### config.mk
export PLATFORM = sky130hd
export DESIGN_NAME = big_fv_bank_req_gen
export DESIGN_NICKNAME = d
export VERILOG_FILES = /design/src/rtl/big_fv_bank_req_gen_pkg.sv /design/src/rtl/big_fv_bank_req_gen_fv_wb_line_buf.sv /design/src/rtl/big_fv_bank_req_gen.sv
export SDC_FILE = /design/constraint.sdc
export NUM_CORES = 1
export LEC_CHECK = 0
export CORE_ASPECT_RATIO = 0.7
export CORE_MARGIN = 5
export CORE_UTILIZATION = 51
export DETAILED_ROUTE_END_ITERATION = 6
export PLACE_DENSITY = 0.84
export REMOVE_ABC_BUFFERS = 1
export SYNTH_ARGS = -nofsm -noshare
export SYNTH_HDL_FRONTEND = slang
export SYNTH_SLANG_ARGS = --single-unit
export TNS_END_PERCENT = 1
### constraint.sdc
create_clock -name clk -period 3.33 [get_ports clk]
set_input_delay 0.333 -clock clk [delete_from_list [all_inputs] [get_ports clk]]
set_output_delay 0.333 -clock clk [all_outputs]
set_load 0.05 [all_outputs]
### src/rtl/big_fv_bank_req_gen_pkg.sv
// Shared types for the Big FV output-bank request generator.
// Holds the bank-controller request/response packets, the sizing constants
// those packets are built from, and the request FSM state encoding.
package big_fv_bank_req_gen_pkg;

  // System sizing (mirrors the bank controller's shared definitions)
  localparam int MAX_FV_NUM      = 16;
  localparam int NUM_FV_LINE     = 4;
  localparam int MAX_NODE_ID     = 16;
  localparam int NUM_EDGE_PE     = 4;
  localparam int MAX_UPDATE_ITER = 4;
  localparam int FV_BANDWIDTH    = 32;

  localparam int NODE_ID_W = $clog2(MAX_NODE_ID);
  localparam int PE_TAG_W  = $clog2(NUM_EDGE_PE);
  localparam int ITER_W    = $clog2(MAX_UPDATE_ITER);

  // Request into the output SRAM bank controller
  typedef struct packed {
    logic                    valid;
    logic                    rd_wr;    // 1 = write, 0 = read
    logic [NODE_ID_W-1:0]    Node_id;
    logic [PE_TAG_W-1:0]     PE_tag;
    logic                    wr_eos;   // last beat of a write burst
    logic [FV_BANDWIDTH-1:0] data;
  } Req2Output_SRAM_Bank;

  // Read stream from the bank controller towards the Edge PEs
  typedef struct packed {
    logic                    valid;
    logic                    sos;
    logic                    eos;
    logic [PE_TAG_W-1:0]     PE_tag;
    logic [FV_BANDWIDTH-1:0] data;
  } FV_bank_CNTL2Edge_PE;

  typedef enum logic [1:0] {
    ST_IDLE     = 2'd0,
    ST_WB_BURST = 2'd1,
    ST_RD_WAIT  = 2'd2
  } req_state_e;

endpackage

### src/rtl/big_fv_bank_req_gen_fv_wb_line_buf.sv
// Single write-back line buffer: fills LINES lines, latches the node id on
// line 0, then drains one line per drain beat. Fill latency 1 cycle; buf_full
// is registered. Backpressure: wb_ready_o low from full until the last drain.
// Ports: wb_* fill side; drain_i/line_o/last_beat_o drain side; buf_full_o.
module fv_wb_line_buf
  import big_fv_bank_req_gen_pkg::*;
#(
  parameter int LINES  = 4,
  parameter int NODE_W = NODE_ID_W,
  parameter int DATA_W = FV_BANDWIDTH
) (
  input  logic              clk_i,
  input  logic              rst_ni,
  input  logic              wb_valid_i,
  input  logic [NODE_W-1:0] wb_node_id_i,
  input  logic [DATA_W-1:0] wb_data_i,
  output logic              wb_ready_o,
  input  logic              drain_i,
  output logic              buf_full_o,
  output logic [NODE_W-1:0] node_id_o,
  output logic [DATA_W-1:0] line_o,
  output logic              last_beat_o
);

  localparam int IDX_W = (LINES > 1) ? $clog2(LINES) : 1;

  logic [DATA_W-1:0] mem_q [LINES];
  logic [IDX_W-1:0]  wr_idx_q, rd_idx_q;
  logic              full_q;
  logic [NODE_W-1:0] node_q;
  logic              accept;

  assign accept      = wb_valid_i && !full_q;
  assign wb_ready_o  = !full_q;
  assign buf_full_o  = full_q;
  assign node_id_o   = node_q;
  assign line_o      = mem_q[rd_idx_q];
  assign last_beat_o = (rd_idx_q == IDX_W'(LINES - 1));

  always_ff @(posedge clk_i or negedge rst_ni) begin
    if (!rst_ni) begin
      wr_idx_q <= '0;
      rd_idx_q <= '0;
      full_q   <= 1'b0;
      node_q   <= '0;
    end else begin
      if (accept) begin
        if (wr_idx_q == '0) node_q <= wb_node_id_i;
        if (wr_idx_q == IDX_W'(LINES - 1)) begin
          wr_idx_q <= '0;
          full_q   <= 1'b1;
        end else begin
          wr_idx_q <= wr_idx_q + 1'b1;
        end
      end
      // Drain only happens while full, so it never races a fill.
      if (drain_i) begin
        if (last_beat_o) begin
          rd_idx_q <= '0;
          full_q   <= 1'b0;
        end else begin
          rd_idx_q <= rd_idx_q + 1'b1;
        end
      end
    end
  end

  // Storage needs no reset: pointers define what is valid.
  always_ff @(posedge clk_i) begin
    if (accept) mem_q[wr_idx_q] <= wb_data_i;
  end

endmodule

### src/rtl/big_fv_bank_req_gen.sv
// Request initiator for the Big FV output bank: gap-free write-back bursts
// and Edge PE reads, alternating when both pend. req_pkt is combinational
// (0-cycle); rsp_out/rd_done lag rsp_in by 1. Issues only when available and
// Cur_Update_Iter[0]==0; wb_ready low while the single line buffer is full.
// Ports: wb_* fill, rd_* read requests, req_pkt out, rsp_in/rsp_out stream.
module big_fv_bank_req_gen
  import big_fv_bank_req_gen_pkg::*;
#(
  parameter int LINES_PER_NODE = MAX_FV_NUM / NUM_FV_LINE,
  parameter int NODE_W         = $clog2(MAX_NODE_ID),
  parameter int TAG_W          = $clog2(NUM_EDGE_PE)
) (
  input  logic                    clk,
  input  logic                    reset,
  input  logic [ITER_W-1:0]       Cur_Update_Iter,
  input  logic                    available,
  input  logic                    wb_valid,
  input  logic [NODE_W-1:0]       wb_node_id,
  input  logic [FV_BANDWIDTH-1:0] wb_data,
  output logic                    wb_ready,
  input  logic                    rd_valid,
  input  logic [NODE_W-1:0]       rd_node_id,
  input  logic [TAG_W-1:0]        rd_PE_tag,
  output logic                    rd_ready,
  output Req2Output_SRAM_Bank     req_pkt,
  input  FV_bank_CNTL2Edge_PE     rsp_in,
  output FV_bank_CNTL2Edge_PE     rsp_out,
  output logic                    rd_done,
  output logic                    protocol_err
);

  req_state_e          state_q, state_d;
  logic                buf_full, last_beat, wb_beat;
  logic [NODE_W-1:0]   buf_node_id;
  logic [FV_BANDWIDTH-1:0] buf_line;
  logic                last_was_wr_q, last_was_wr_d;
  logic [TAG_W-1:0]    tag_q;
  FV_bank_CNTL2Edge_PE rsp_out_q;
  logic                rd_done_q, err_q;
  logic                issue_ok, pick_wr, pick_rd, rsp_last;
  logic                unused_iter;

  assign unused_iter = ^Cur_Update_Iter[ITER_W-1:1];

  fv_wb_line_buf #(
    .LINES  (LINES_PER_NODE),
    .NODE_W (NODE_W),
    .DATA_W (FV_BANDWIDTH)
  ) u_line_buf (
    .clk_i        (clk),
    .rst_ni       (reset),
    .wb_valid_i   (wb_valid),
    .wb_node_id_i (wb_node_id),
    .wb_data_i    (wb_data),
    .wb_ready_o   (wb_ready),
    .drain_i      (wb_beat),
    .buf_full_o   (buf_full),
    .node_id_o    (buf_node_id),
    .line_o       (buf_line),
    .last_beat_o  (last_beat)
  );

  // Reset gates issue so req_pkt/rd_ready are zero the instant reset asserts.
  assign issue_ok = reset && available && !Cur_Update_Iter[0];
  // Write wins unless a read is also pending and the previous grant was a write.
  assign pick_wr  = (state_q == ST_IDLE) && issue_ok && buf_full &&
                    (!rd_valid || !last_was_wr_q);
  assign pick_rd  = (state_q == ST_IDLE) && issue_ok && rd_valid && !pick_wr;
  assign rsp_last = rsp_in.valid && rsp_in.eos;

  assign last_was_wr_d = pick_wr ? 1'b1 : (pick_rd ? 1'b0 : last_was_wr_q);

  // State register
  always_ff @(posedge clk or negedge reset) begin
    if (!reset) state_q <= ST_IDLE;
    else        state_q <= state_d;
  end

  // Next state
  always_comb begin
    state_d = state_q;
    case (state_q)
      ST_IDLE: begin
        // A one-line burst finishes in its issue cycle.
        if (pick_wr && !last_beat) state_d = ST_WB_BURST;
        else if (pick_rd)          state_d = ST_RD_WAIT;
      end
      ST_WB_BURST: if (last_beat) state_d = ST_IDLE;
      ST_RD_WAIT:  if (rsp_last)  state_d = ST_IDLE;
      default:     state_d = ST_IDLE;
    endcase
  end

  // Outputs
  always_comb begin
    req_pkt  = '0;
    rd_ready = 1'b0;
    wb_beat  = 1'b0;
    if (pick_wr || state_q == ST_WB_BURST) begin
      req_pkt.valid   = 1'b1;
      req_pkt.rd_wr   = 1'b1;
      req_pkt.Node_id = NODE_ID_W'(buf_node_id);
      req_pkt.data    = buf_line;
      req_pkt.wr_eos  = last_beat;
      wb_beat         = 1'b1;
    end else if (pick_rd) begin
      req_pkt.valid   = 1'b1;
      req_pkt.Node_id = NODE_ID_W'(rd_node_id);
      req_pkt.PE_tag  = PE_TAG_W'(rd_PE_tag);
      rd_ready        = 1'b1;
    end
  end

  always_ff @(posedge clk or negedge reset) begin
    if (!reset) begin
      last_was_wr_q <= 1'b0;
      tag_q         <= '0;
      rsp_out_q     <= '0;
      rd_done_q     <= 1'b0;
      err_q         <= 1'b0;
    end else begin
      last_was_wr_q <= last_was_wr_d;
      if (pick_rd) tag_q <= rd_PE_tag;
      rsp_out_q <= rsp_in;
      rd_done_q <= (state_q == ST_RD_WAIT) && rsp_last;
      if (rsp_in.valid && ((state_q != ST_RD_WAIT) ||
                           (rsp_in.PE_tag != PE_TAG_W'(tag_q))))
        err_q <= 1'b1;
    end
  end

  assign rsp_out      = rsp_out_q;
  assign rd_done      = rd_done_q;
  assign protocol_err = err_q;

endmodule

; ---- Word-level counts from Yosys, hierarchy flattened
; Memories as Yosys holds them, arrays and structs flattened.
; Cells that the tools add are included.
[word_totals]
input_bits = 86
ramBits = 128
ff_bits = 53
output_inout_bits = 82
memories = 1
elab_cells = 75
[op_classes]
eq_ne = 9
add_sub_neg = 2
mux = 23
reduce_logical = 26
[memory_table]
columns = memory, depth, word_bits, read_ports, rd_ports_with_merged_regs, write_ports, line_no
row1 = u_line_buf.mem_q, 4, 32, 1, 0, 1, big_fv_bank_req_gen_fv_wb_line_buf.sv:27  ; logic [DATA_W-1:0] mem_q [LINES];
[ops]
columns = op, n
row1 = 33-bit 2-to-1 mux, 1
row2 = 2-bit 2-to-1 mux, 7
row3 = 1-bit logical AND, 12
row4 = 1-bit 2-to-1 mux, 12
row5 = "2-bit equality test, second input constant", 3
row6 = 1-bit logical NOT, 6
row7 = 6-bit 2-to-1 mux, 1
row8 = "2-bit inequality test, second input constant", 3
row9 = 2-bit one-hot mux with 3 select lines, 1
row10 = "2-bit by 1-bit adder with 2-bit output, second input constant", 2
row11 = 2-bit logical NOT, 2
row12 = 4-bit 2-to-1 mux, 1
row13 = 1-bit logical OR, 3
row14 = "3-bit by 2-bit inequality test with 1-bit output, second input constant", 1
row15 = 3-bit AND reduction, 1
row16 = "2-bit by 1-bit equality test with 1-bit output, second input constant", 1
row17 = 2-bit inequality test, 1
row18 = 2-bit AND reduction, 1
row19 = 2-bit nonzero test, 1

; ---- Logic depth before layout (Yosys ltp)
[logic_depth]
depth_word = 10
depth_mapped = 4
mapped_depth_nobuf = 4

; ---- By module
; From an unflattened synthesis, not the netlist that was laid out.
[hier_totals]
cells_unflattened = 314
area_unflattened_um2 = 6749.0
[modules_own_cells]
columns = mod, n_inst, cells_per_inst, seq_area_each_um2, area_per_inst_um2
row1 = fv_wb_line_buf, 1, 203, 4068.9, 5112.4
row2 = big_fv_bank_req_gen, 1, 111, 1101.1, 1636.6

; ---- Least setup slack after synthesis
; Ideal clock, no wire load.
[synth_path]
path_type = reg-to-output
startpoint = register u_line_buf.full_q, in the netlist u_line_buf.buf_full_o
endpoint = output req_pkt[35] in the netlist's numbering
n_path_buf = 1
arrival_ns = 1.668
stages_incl_launch_ff = 5
slack_ns = 1.329
t_required_ns = 2.997
path_cell_list = dfrtp_1 -> inv_1 -> o2111a_1 -> buf_6 -> a22o_1
[synth_lines]
columns = element, line_no
row1 = "start, declared", big_fv_bank_req_gen_fv_wb_line_buf.sv:29  ; logic full_q;
row2 = "start signal, assigned", big_fv_bank_req_gen_fv_wb_line_buf.sv:44  ; full_q <= 1'b0;
row3 = "start signal, assigned", big_fv_bank_req_gen_fv_wb_line_buf.sv:51  ; full_q <= 1'b1;
row4 = "start signal, assigned", big_fv_bank_req_gen_fv_wb_line_buf.sv:60  ; full_q <= 1'b0;
row5 = "end, declared", big_fv_bank_req_gen.sv:25  ; output Req2Output_SRAM_Bank req_pkt,

==> flow_summary.ini <==
[synth]
ys_seq_elements = 181
synth_area_per_cell_um2 = 21.0
syn_inst = 316
ys_seq_area_frac = 0.777
synthesis.area_um2 = 6650
synth_cell_types = 28
synth-warning-count = 0

[power]
power_uw = 7270
vdd_drop_max_mv = 0.512
powerDensity_nw_per_um2 = 808
p_seq_frac = 0.405
clkPwrFrac = 0.274
swShare = 0.347
p_int_uw = 4750
p_leak_uw = 0.00335
share_comb_of_total_power = 0.321
switching_power_uw = 2520

[floorplan]
die-width_um = 146
core_area_um2 = 12600
start_util = 0.528
rows = 34
die_h_um = 106
dieArea_um2 = 15500
num_io_pins = 168

[global_routing]
grt_overflow = 0
grt_max_degree = 54
grt_pass1_vias = 3798
antenna_found_initial = 0
grt_usage = 0.184
grt_pass1_wl_um = 21400

[route]
wl_um = 13700
wl_per_cell_um = 20.3
routed-via-count = 3527
dr.pass1.iters = 6
drc = 0
viasPerCell = 5.25
drt_iter0_markers = 237
ant_nets = 0

[timing]
grt_setup_unrepaired = false
min_period_ns = 2.81
slew_headroom = 0.445
clock_skew_ns = 0.00906
setup_violations = 0
fmax_ghz = 0.356
fin_setup_tns_ns = 0
finalHoldViolCount = 0
fin_crit_sh = 0.843
worstMarginPinSlew_ns = 0.833
drv_slew = 0

[placed_design]
gp_congestion = 0.705
placed_area_um2 = 8390
io_buffers = 166
dp_hpwl_um = 9470

[final_layout]
syn2layout_area_growth_pct = 35.3
layout_commonest_cell = edfxtp_1
layout_common_cells = edfxtp_1 (128), clkdlybuf4s50_1 (126), dfrtp_1 (51), buf_4 (47), and2_1 (35)
antenna_cells = 0
fin_area_um2 = 9000
fin_nets = 588
drive_above_1_share = 0.247

[min_path]
hold_class = primary input to asynchronous set/reset pin

[setup_path]
critPathLaunchType = flip-flop
cp_top_family = buffers and inverters
cp.required_ns = 3.00
timing.rr.start = u_line_buf.wr_idx_q[0]
r2r_cells = 5
crit_type = flip-flop to primary output
crit_path_max_incr_delay_ns = 0.80
reg2reg_slack_ns = 1.18
crit_fanout = 11
arrival_ns = 2.47
cp-end-kind = primary output
slowest_stage = clkdlybuf4s50_1
crit_chain = nor2_1 > o2111a_1 > and2_1 > clkdlybuf4s50_1
critPathBufInv = 1
r2r-end = u_line_buf.mem_q[0][25]

[clock_network]
clock_sinks = 181
cts_root_buf = clkbuf_16
cts_max_level = 4
cts_setup_buffers = 0
cts_hold_buf = 0
clk_latency_ns = 0.42
numCtsBuffers = 17
cts_tree = done
cts_buffer_depth = 2
clkTransAtPathRegs_ns = 0.07
post_cts_resized = 0

[outcome]
outcome = complete, no violations

[run]
drv_cap = 0
## worst reg2reg max path, stage by stage, from the launching register on
cell	delay, ns
dfrtp_1	0.41
inv_1	0.10
ha_1	0.20
nand2_1	0.17
clkinv_1	0.61
buf_12	0.41
## stage by stage
step                      hold WS, ns  utilization  setup WS, ns  std cells
final                          0.0481        0.715         0.523        672
after global routing           0.0982        0.715         0.403        672
after CTS                      0.0601        0.715         0.486        672
after detailed placement        0.465        0.666         0.526        640
after global placement          0.459        0.666         0.597        640
after floorplan                0.0374            -         0.609        302
## cell usage after synthesis, drive strengths merged
library cell	n	area, um2
edfxtp	128	3840
mux2	8	90.1
a21oi	3	15.0
inv	5	18.8
a41oi	1	8.76
mux4	32	736
nor2	4	15.0
nor2b	3	18.8
xor2	2	17.5
ha	5	62.6
o31ai	1	7.51
nand2b	2	12.5
nand2	5	18.8
a22o	4	35.0
clkbuf	3	11.3
buf	11	115
dfrtp	53	1330
a31oi	1	6.26
a32o	1	11.3
o21ai	2	10.0
or2	2	12.5
and2	38	238
o2111a	1	11.3
and3b	1	8.76
## state kept, by name (all words and copies together) (netlist names)
name	count
rd_done	1
u_line_buf.wr_idx_q	2
u_line_buf.mem_q	128
state_q	2
u_line_buf.node_id_o	4
protocol_err	1
u_line_buf.buf_full_o	1
tag_q	2
u_line_buf.rd_idx_q	2
last_was_wr_q	1
rsp_out	37
## power groups by stage
| stage | logic, uW | clock network [uW] | registers [uW] |
|---|---|---|---|
| floorplan | 1470 | 0 | 3060 |
| global placement | 2310 | 0 | 2980 |
| detailed placement | 2360 | 0 | 3000 |
| CTS | 2370 | 2020 | 2960 |
| global route | 2470 | 2130 | 2990 |
| finish | 2330 | 1990 | 2950 |
## worst max path at each step
stage	from	end	slack (ns)	depth (start not counted)
6_report	state_q[1]	req_pkt[34]	0.52	4
5_1_grt	state_q[1]	req_pkt[33]	0.40	4
4_1_cts	state_q[1]	req_pkt[34]	0.49	4
3_5_place_dp	available	req_pkt[34]	0.53	5
3_3_place_gp	available	req_pkt[33]	0.60	5
2_1_floorplan	u_line_buf.rd_idx_q[0]	req_pkt[0]	0.61	2
## logic make-up after synthesis
family	after synthesis	share of synthesized area
xor+xnor	2	0.00263
compound gates	14	0.0158
simple gates	55	0.0487
buf+inv	19	0.0218
fa+ha+maj	5	0.00941
flops	181	0.777
mux	40	0.124
## cell type report
type                       count  area [um2]
inverter                       5        18.8
clock inverter                14         155
tap                          162         203
timing repair buffer         176        1660
fill                         774        3590
clock buffer                  18         450
sequential                   181        5170
multi-input combinational    116        1340
## routing by layer
metal  up-vias  share of wire  global-route usage
met4         0          0.024              0.0651
met1      1803           0.38               0.220
met3        21          0.054              0.0545
met5         -              0                   0
li1       1582              -                   -
met2       121           0.54               0.321
Power figures use the tool's default switching activity.
